===== src/rtl/uart_tx_frame.sv =====
// uart_tx_frame: parametrised UART transmitter with input FIFO,
// back-to-back framing and host-driven line break.
module uart_tx_frame #(
  parameter int CLOCK_FREQUENCY = 12_000_000,
  parameter int BAUD_RATE       = 115200,
  parameter int DATA_BITS       = 8,
  parameter int PARITY          = 0,
  parameter int STOP_BITS       = 1,
  parameter int FIFO_DEPTH      = 4
) (
  input  logic                          i_clk,
  input  logic                          i_rst_n,
  input  logic                          i_tx_valid,
  input  logic [DATA_BITS-1:0]          i_tx_data,
  output logic                          o_tx_ready,
  input  logic                          i_break,
  output logic                          o_uart_tx,
  output logic                          o_uart_busy,
  output logic [$clog2(FIFO_DEPTH):0]   o_fifo_count
);

  localparam int DIV = CLOCK_FREQUENCY / BAUD_RATE;
  localparam int CW  = ($clog2(DIV) < 1) ? 1 : $clog2(DIV);
  localparam int AW  = $clog2(FIFO_DEPTH);
  localparam int NW  = AW + 1;

  localparam logic [CW-1:0] CNT_TOP = CW'(DIV - 1);
  localparam logic [3:0]    LAST_D  = 4'(DATA_BITS - 1);
  localparam logic [3:0]    LAST_S  = 4'(STOP_BITS - 1);
  localparam logic [NW-1:0] FULL    = NW'(FIFO_DEPTH);

  if (DIV < 2) begin : g_div_chk
    $error("uart_tx_frame: CLOCK_FREQUENCY/BAUD_RATE must be >= 2");
  end
  if (DATA_BITS < 5 || DATA_BITS > 9) begin : g_dbits_chk
    $error("uart_tx_frame: DATA_BITS must be 5..9");
  end
  if (PARITY < 0 || PARITY > 2) begin : g_par_chk
    $error("uart_tx_frame: PARITY must be 0, 1 or 2");
  end
  if (STOP_BITS < 1 || STOP_BITS > 3) begin : g_stop_chk
    $error("uart_tx_frame: STOP_BITS must be 1..3");
  end
  if (FIFO_DEPTH < 2 || (FIFO_DEPTH & (FIFO_DEPTH - 1)) != 0) begin : g_fifo_chk
    $error("uart_tx_frame: FIFO_DEPTH must be a power of two >= 2");
  end

  typedef enum logic [2:0] {
    S_IDLE, S_START, S_DATA, S_PARITY, S_STOP, S_BREAK
  } state_t;

  logic [DATA_BITS-1:0] mem [FIFO_DEPTH];
  logic [AW-1:0]        wr_ptr;
  logic [AW-1:0]        rd_ptr;
  logic [NW-1:0]        count;
  logic                 push;
  logic                 pop;
  logic [DATA_BITS-1:0] head;

  state_t               state;
  logic [CW-1:0]        baud;
  logic [3:0]           bitn;
  logic [DATA_BITS-1:0] shreg;
  logic                 par_bit;
  logic                 bit_end;
  logic                 line;

  assign o_tx_ready   = (count != FULL);
  assign o_fifo_count = count;
  assign o_uart_busy  = (state != S_IDLE) || (count != '0);
  assign push         = i_tx_valid && o_tx_ready;
  assign head         = mem[rd_ptr];
  assign bit_end      = (baud == '0);

  always_ff @(posedge i_clk) begin
    if (push) mem[wr_ptr] <= i_tx_data;
  end

  always_ff @(posedge i_clk or negedge i_rst_n) begin
    if (!i_rst_n) begin
      wr_ptr <= '0;
      rd_ptr <= '0;
      count  <= '0;
    end else begin
      if (push) wr_ptr <= wr_ptr + AW'(1);
      if (pop)  rd_ptr <= rd_ptr + AW'(1);
      unique case ({push, pop})
        2'b10:   count <= count + NW'(1);
        2'b01:   count <= count - NW'(1);
        default: count <= count;
      endcase
    end
  end

  // Break wins over queued data, both from IDLE and at the end of STOP.
  always_comb begin
    pop = 1'b0;
    unique case (state)
      S_IDLE: pop = !i_break && (count != '0);
      S_STOP: pop = bit_end && (bitn == LAST_S) && !i_break && (count != '0);
      default: pop = 1'b0;
    endcase
  end

  always_comb begin
    line = 1'b1;
    unique case (state)
      S_START:  line = 1'b0;
      S_DATA:   line = shreg[0];
      S_PARITY: line = par_bit;
      S_BREAK:  line = 1'b0;
      default:  line = 1'b1;
    endcase
  end

  always_ff @(posedge i_clk or negedge i_rst_n) begin
    if (!i_rst_n) begin
      state     <= S_IDLE;
      baud      <= '0;
      bitn      <= '0;
      shreg     <= '0;
      par_bit   <= 1'b0;
      o_uart_tx <= 1'b1;
    end else begin
      o_uart_tx <= line;
      if (state != S_IDLE) baud <= bit_end ? CNT_TOP : baud - CW'(1);
      unique case (state)
        S_IDLE: begin
          if (i_break) begin
            state <= S_BREAK;
            baud  <= CNT_TOP;
          end else if (pop) begin
            shreg   <= head;
            par_bit <= (^head) ^ (PARITY == 1);
            state   <= S_START;
            baud    <= CNT_TOP;
          end
        end
        S_START: begin
          if (bit_end) begin
            state <= S_DATA;
            bitn  <= '0;
          end
        end
        S_DATA: begin
          if (bit_end) begin
            shreg <= shreg >> 1;
            if (bitn == LAST_D) begin
              bitn  <= '0;
              state <= (PARITY != 0) ? S_PARITY : S_STOP;
            end else begin
              bitn <= bitn + 4'd1;
            end
          end
        end
        S_PARITY: begin
          if (bit_end) begin
            state <= S_STOP;
            bitn  <= '0;
          end
        end
        S_STOP: begin
          if (bit_end) begin
            if (bitn != LAST_S) begin
              bitn <= bitn + 4'd1;
            end else if (i_break) begin
              state <= S_BREAK;
            end else if (pop) begin
              shreg   <= head;
              par_bit <= (^head) ^ (PARITY == 1);
              state   <= S_START;
            end else begin
              state <= S_IDLE;
            end
          end
        end
        S_BREAK: begin
          // Counter parks at zero once the minimum break length is met.
          if (bit_end) begin
            if (i_break) begin
              baud <= '0;
            end else begin
              state <= S_STOP;
              bitn  <= '0;
            end
          end
        end
        default: state <= S_IDLE;
      endcase
    end
  end

endmodule


===== config.mk =====
export PLATFORM = sky130hd
export DESIGN_NAME = uart_tx_frame
export DESIGN_NICKNAME = d
export VERILOG_FILES = /design/src/rtl/uart_tx_frame.sv
export SDC_FILE = /design/constraint.sdc
export NUM_CORES = 1
export LEC_CHECK = 0
export BUFFER_PORTS_ARGS = -buffer_cell sky130_fd_sc_hd__buf_2
export CORE_MARGIN = 1.5
export CORE_UTILIZATION = 50
export CTS_CLUSTER_SIZE = 30
export DETAILED_ROUTE_END_ITERATION = 7
export GPL_TIMING_DRIVEN = 0
export PLACE_DENSITY = 0.72
export SYNTH_ARGS = -nofsm -noshare
export SYNTH_HDL_FRONTEND = slang
export SYNTH_SLANG_ARGS = --single-unit

===== constraint.sdc =====
create_clock -name i_clk -period 2.5 [get_ports i_clk]
set_clock_uncertainty 0.15 [all_clocks]
set_input_delay 0.125 -clock i_clk [delete_from_list [all_inputs] [get_ports i_clk]]
set_output_delay 0.125 -clock i_clk [all_outputs]
set_load 0.005 [all_outputs]

==> results.toml <==
[pwr]
cell_area_power_density_mw_per_mm2 = 1210
irDropWorstVdd_uv = 650
power.leakage_uw = 0.00147

[hold_path]
min_delay_worst_endpoint = "wr_ptr[0]$_DFFE_PN0P_"
hold_path_class = "primary input to flop"
holdPathStages = 3
hold_path_startpoint = "i_tx_valid"

[worst_setup_path]
end_kind = "flop"
worst_reg2reg_setup_slack_ns = 0.09
rr_startpoint = "baud[0]$_DFF_PN0_"
ff2ff_path_depth = 11
worst-path-max-fanout = 4
criticalPathCategory = "flop to flop"
worstPathArrival_ns = 2.52
cp.required_ns = 2.61
start_kind = "flop"
reg2reg_to = "o_fifo_count[2]$_DFFE_PN0P_"

[placement]
place.detailed.instances = 318
dpl.hpwl_um = 3600
placed_area_mm2 = 0.00325
finalWeightedCongestion = 0.826
place_ws_ns = -0.339
port_buffers = 17

[sta]
layout_setup_ws_ns = 0.0921
setup_viol = 0
setup_total_negative_slack_ns = 0
maxSlewViolCount = 0
layout_worst_path_cycle_share = 0.963
final.min_clock_period_ns = 2.41
max_slew_margin = 0.428
fmax_ghz = 0.415
worst_pin_slew_ns = 0.851
fin_hold_ws_ns = 0.0554
report.final.hold_viol_count = 0

[floorplanning]
core_area_mm2 = 0.00592
fp.dieArea_mm2 = 0.00660
start_util = 0.517
num_io_pins = 18
fp.dieW_um = 81.2
num_rows = 28
chipHeight_um = 81.2

[detailed_routing]
route.antenna.remaining_nets = 0
remaining_drc_errors = 0
routed-via-count = 1934
drt_iter0_markers = 137
vias_per_cell = 5.49
route.detailed.wl_per_inst_um = 15.9
finalWirelength_um = 5610
detail_route.first_pass.iterations = 4

[clock_tree]
cts_tree = "done"
cts_buffer_depth = 2
cts_buffers = 9
worst_setup_hold_path_clk_slew_ns = 0.08
h-tree-depth = 3
cts_num_sinks = 63
ctsRootBufferMaster = "sky130_fd_sc_hd__clkbuf_8"
clock_latency_ns = 0.34

[synthesis]
yosys_most_used_dff = "sky130_fd_sc_hd__edfxtp_1"
synth.yosys.warnings = 0
syn_nets = 247
synth-seq-cells = 63
postSynthCellCount = 226
post_synthesis_mean_instance_area_um2 = 13.5
yosysSeqAreaShare = 0.568
synth-edff-count = 32
synth_cell_types = 53
yosysTopAreaCell = "sky130_fd_sc_hd__edfxtp_1"
share_of_yosys_cell_area_claimed_by_the_top_area_cell_type = 0.314
mappedNetlistArea_mm2 = 0.00306
async_flop_share = 0.492
ys_top_cells_by_area = "sky130_fd_sc_hd__edfxtp_1 31%, sky130_fd_sc_hd__dfrtp_1 25%, sky130_fd_sc_hd__mux4_2 5.9%, sky130_fd_sc_hd__ha_1 3.3%, sky130_fd_sc_hd__xnor2_1 3.1%"

[global_routing]
first_global_vias = 1844
grt_start_max_net_pins = 32
number_of_antenna_violations_at_the_first_check_in_global_routing = 0
grt-ovfl-total = 0
global_route.usage.total = 0.188
grt_pass1_wl_um = 8870

[layout]
area_growth_syn_to_layout_pct = 19.4
post-route-cell-area_mm2 = 0.00365
finalNonFillerCells = 352
final_nets = 293
antenna_cells = 0
layout-drive-gt1-share = 0.296

[run]
maxCapViolCount = 0

[outcome]
outcome = "finished, final reports clean"
metal layers:
| metal | vias to the layer above | wire length, µm | GRT usage | part of all wire |
|---|---|---|---|---|
| met5 | - | 0 | 0 | 0 |
| met4 | 0 | 158 | 0.110 | 0.028 |
| met3 | 15 | 163 | 0.0461 | 0.029 |
| met2 | 36 | 2650 | 0.278 | 0.47 |
| met1 | 956 | 2640 | 0.253 | 0.47 |
| li1 | 927 | - | - | - |
cells in the mapped netlist (7+ instances only):
master / n
sky130_fd_sc_hd__o21ai_0: 10
sky130_fd_sc_hd__inv_1: 13
sky130_fd_sc_hd__a21oi_1: 10
sky130_fd_sc_hd__xnor2_1: 11
sky130_fd_sc_hd__edfxtp_1: 32
sky130_fd_sc_hd__dfrtp_1: 30
sky130_fd_sc_hd__nand2_1: 16
sky130_fd_sc_hd__mux2_2: 7
sky130_fd_sc_hd__nor2_1: 9
sky130_fd_sc_hd__mux4_2: 8
sky130_fd_sc_hd__ha_1: 8
sequential cells by signal, summed over array words and instances (netlist names):
signal        flops
baud              7
bitn              4
mem              32
o_fifo_count      3
o_uart_tx         1
par_bit           1
rd_ptr            2
shreg             8
state             3
wr_ptr            2
what timing repair did:
action,CTS,global route
endpoints found under the hold margin,63,0
setup endpoints to repair,2,1
buffers inserted,4,4
hold buffers,10,0
pin swaps,3,4
gates resized for setup,1,3
cloned,0,0
worst max-delay path by stage:
| stage | from | endpoint | slack [ns] | depth (start not counted) |
|---|---|---|---|---|
| final | baud[0]$_DFF_PN0_ | o_fifo_count[2]$_DFFE_PN0P_ | 0.09 | 11 |
| after detailed placement | baud[0]$_DFF_PN0_ | o_fifo_count[2]$_DFFE_PN0P_ | -0.34 | 11 |
| after global placement | baud[0]$_DFF_PN0_ | o_fifo_count[2]$_DFFE_PN0P_ | -0.34 | 11 |
| after floorplan | baud[0]$_DFF_PN0_ | o_fifo_count[2]$_DFFE_PN0P_ | -0.06 | 11 |
| after CTS | baud[1]$_DFF_PN0_ | o_fifo_count[2]$_DFFE_PN0P_ | 0.03 | 11 |
| after global routing | baud[0]$_DFF_PN0_ | o_fifo_count[2]$_DFFE_PN0P_ | -0.06 | 11 |
power by group:
part           internal (µW)  leakage [µW]  switching (µW)
clock network            573      0.000114             426
logic                    933      0.000696             891
registers               1420      0.000663             182
total                   2930       0.00147            1500
area by class of cell:
type	count	area [µm²]
Sequential cell	63	1740
Clock buffer	9	124
Multi-Input combinational cell	144	1250
Timing Repair Buffer	35	245
Inverter	13	48.8
Clock inverter	7	104
Tap cell	75	93.8
Fill cell	446	2270
Buffer	6	46.3
critical path: stages, from the launching register on:
cell and delay (ns):
sky130_fd_sc_hd__dfrtp_1 0.41, sky130_fd_sc_hd__inv_2 0.09, sky130_fd_sc_hd__ha_4 0.14, sky130_fd_sc_hd__nor4b_4 0.24, sky130_fd_sc_hd__nand4_2 0.15, sky130_fd_sc_hd__a21oi_4 0.21, sky130_fd_sc_hd__ha_4 0.16, sky130_fd_sc_hd__inv_1 0.05
sky130_fd_sc_hd__fa_2 0.33, sky130_fd_sc_hd__xor2_1 0.14, sky130_fd_sc_hd__nor2_1 0.11, sky130_fd_sc_hd__xor2_1 0.15
through the flow:
step	total power, µW	utilization
finish	4430	0.617
global route	4710	0.617
CTS	4400	0.610
detailed placement	3340	0.548
global placement	3280	0.548
floorplan	2960	-
kinds of logic (layout without fill, tap and decap cells):
kind of cell	count (synthesis)	count (layout)	synth area share
AO/OA/AOI/OAI	36	36	0.0838
XOR/XNOR	15	15	0.0429
adder cells (fa/ha/maj)	9	9	0.0393
buffers and inverters	19	70	0.0311
flip-flops	63	63	0.568
multiplexers	24	24	0.124
AND/OR/NAND/NOR	60	60	0.111
cell usage in the layout, fill, tap and decap left out, types with 2 or more instances in the layout:
cell type	netlist	final
sky130_fd_sc_hd__mux2i_1	3	3
sky130_fd_sc_hd__nand2_1	16	16
sky130_fd_sc_hd__bufinv_16	0	2
sky130_fd_sc_hd__o21ai_0	10	10
sky130_fd_sc_hd__mux2_2	7	7
sky130_fd_sc_hd__buf_2	1	18
sky130_fd_sc_hd__a22o_1	2	2
sky130_fd_sc_hd__nand2b_1	3	3
sky130_fd_sc_hd__o21a_1	2	2
sky130_fd_sc_hd__nor2_1	9	9
sky130_fd_sc_hd__buf_4	1	9
sky130_fd_sc_hd__xnor2_1	11	11
sky130_fd_sc_hd__dfrtp_1	30	30
sky130_fd_sc_hd__a21oi_1	10	10
sky130_fd_sc_hd__edfxtp_1	32	32
sky130_fd_sc_hd__and3_1	5	5
sky130_fd_sc_hd__clkbuf_8	1	10
sky130_fd_sc_hd__xor2_1	4	4
sky130_fd_sc_hd__a21oi_4	2	2
sky130_fd_sc_hd__mux4_2	8	8
sky130_fd_sc_hd__ha_4	0	2
sky130_fd_sc_hd__nor3_1	5	5
sky130_fd_sc_hd__clkinv_4	0	3
sky130_fd_sc_hd__mux2_4	6	6
sky130_fd_sc_hd__dlygate4sd3_1	0	10
sky130_fd_sc_hd__or3_1	3	3
sky130_fd_sc_hd__nand3_1	6	6
sky130_fd_sc_hd__ha_1	8	6
sky130_fd_sc_hd__inv_6	0	2
sky130_fd_sc_hd__inv_1	13	11
sky130_fd_sc_hd__inv_2	0	2
Note: power is estimated with default switching activity, not from simulation.
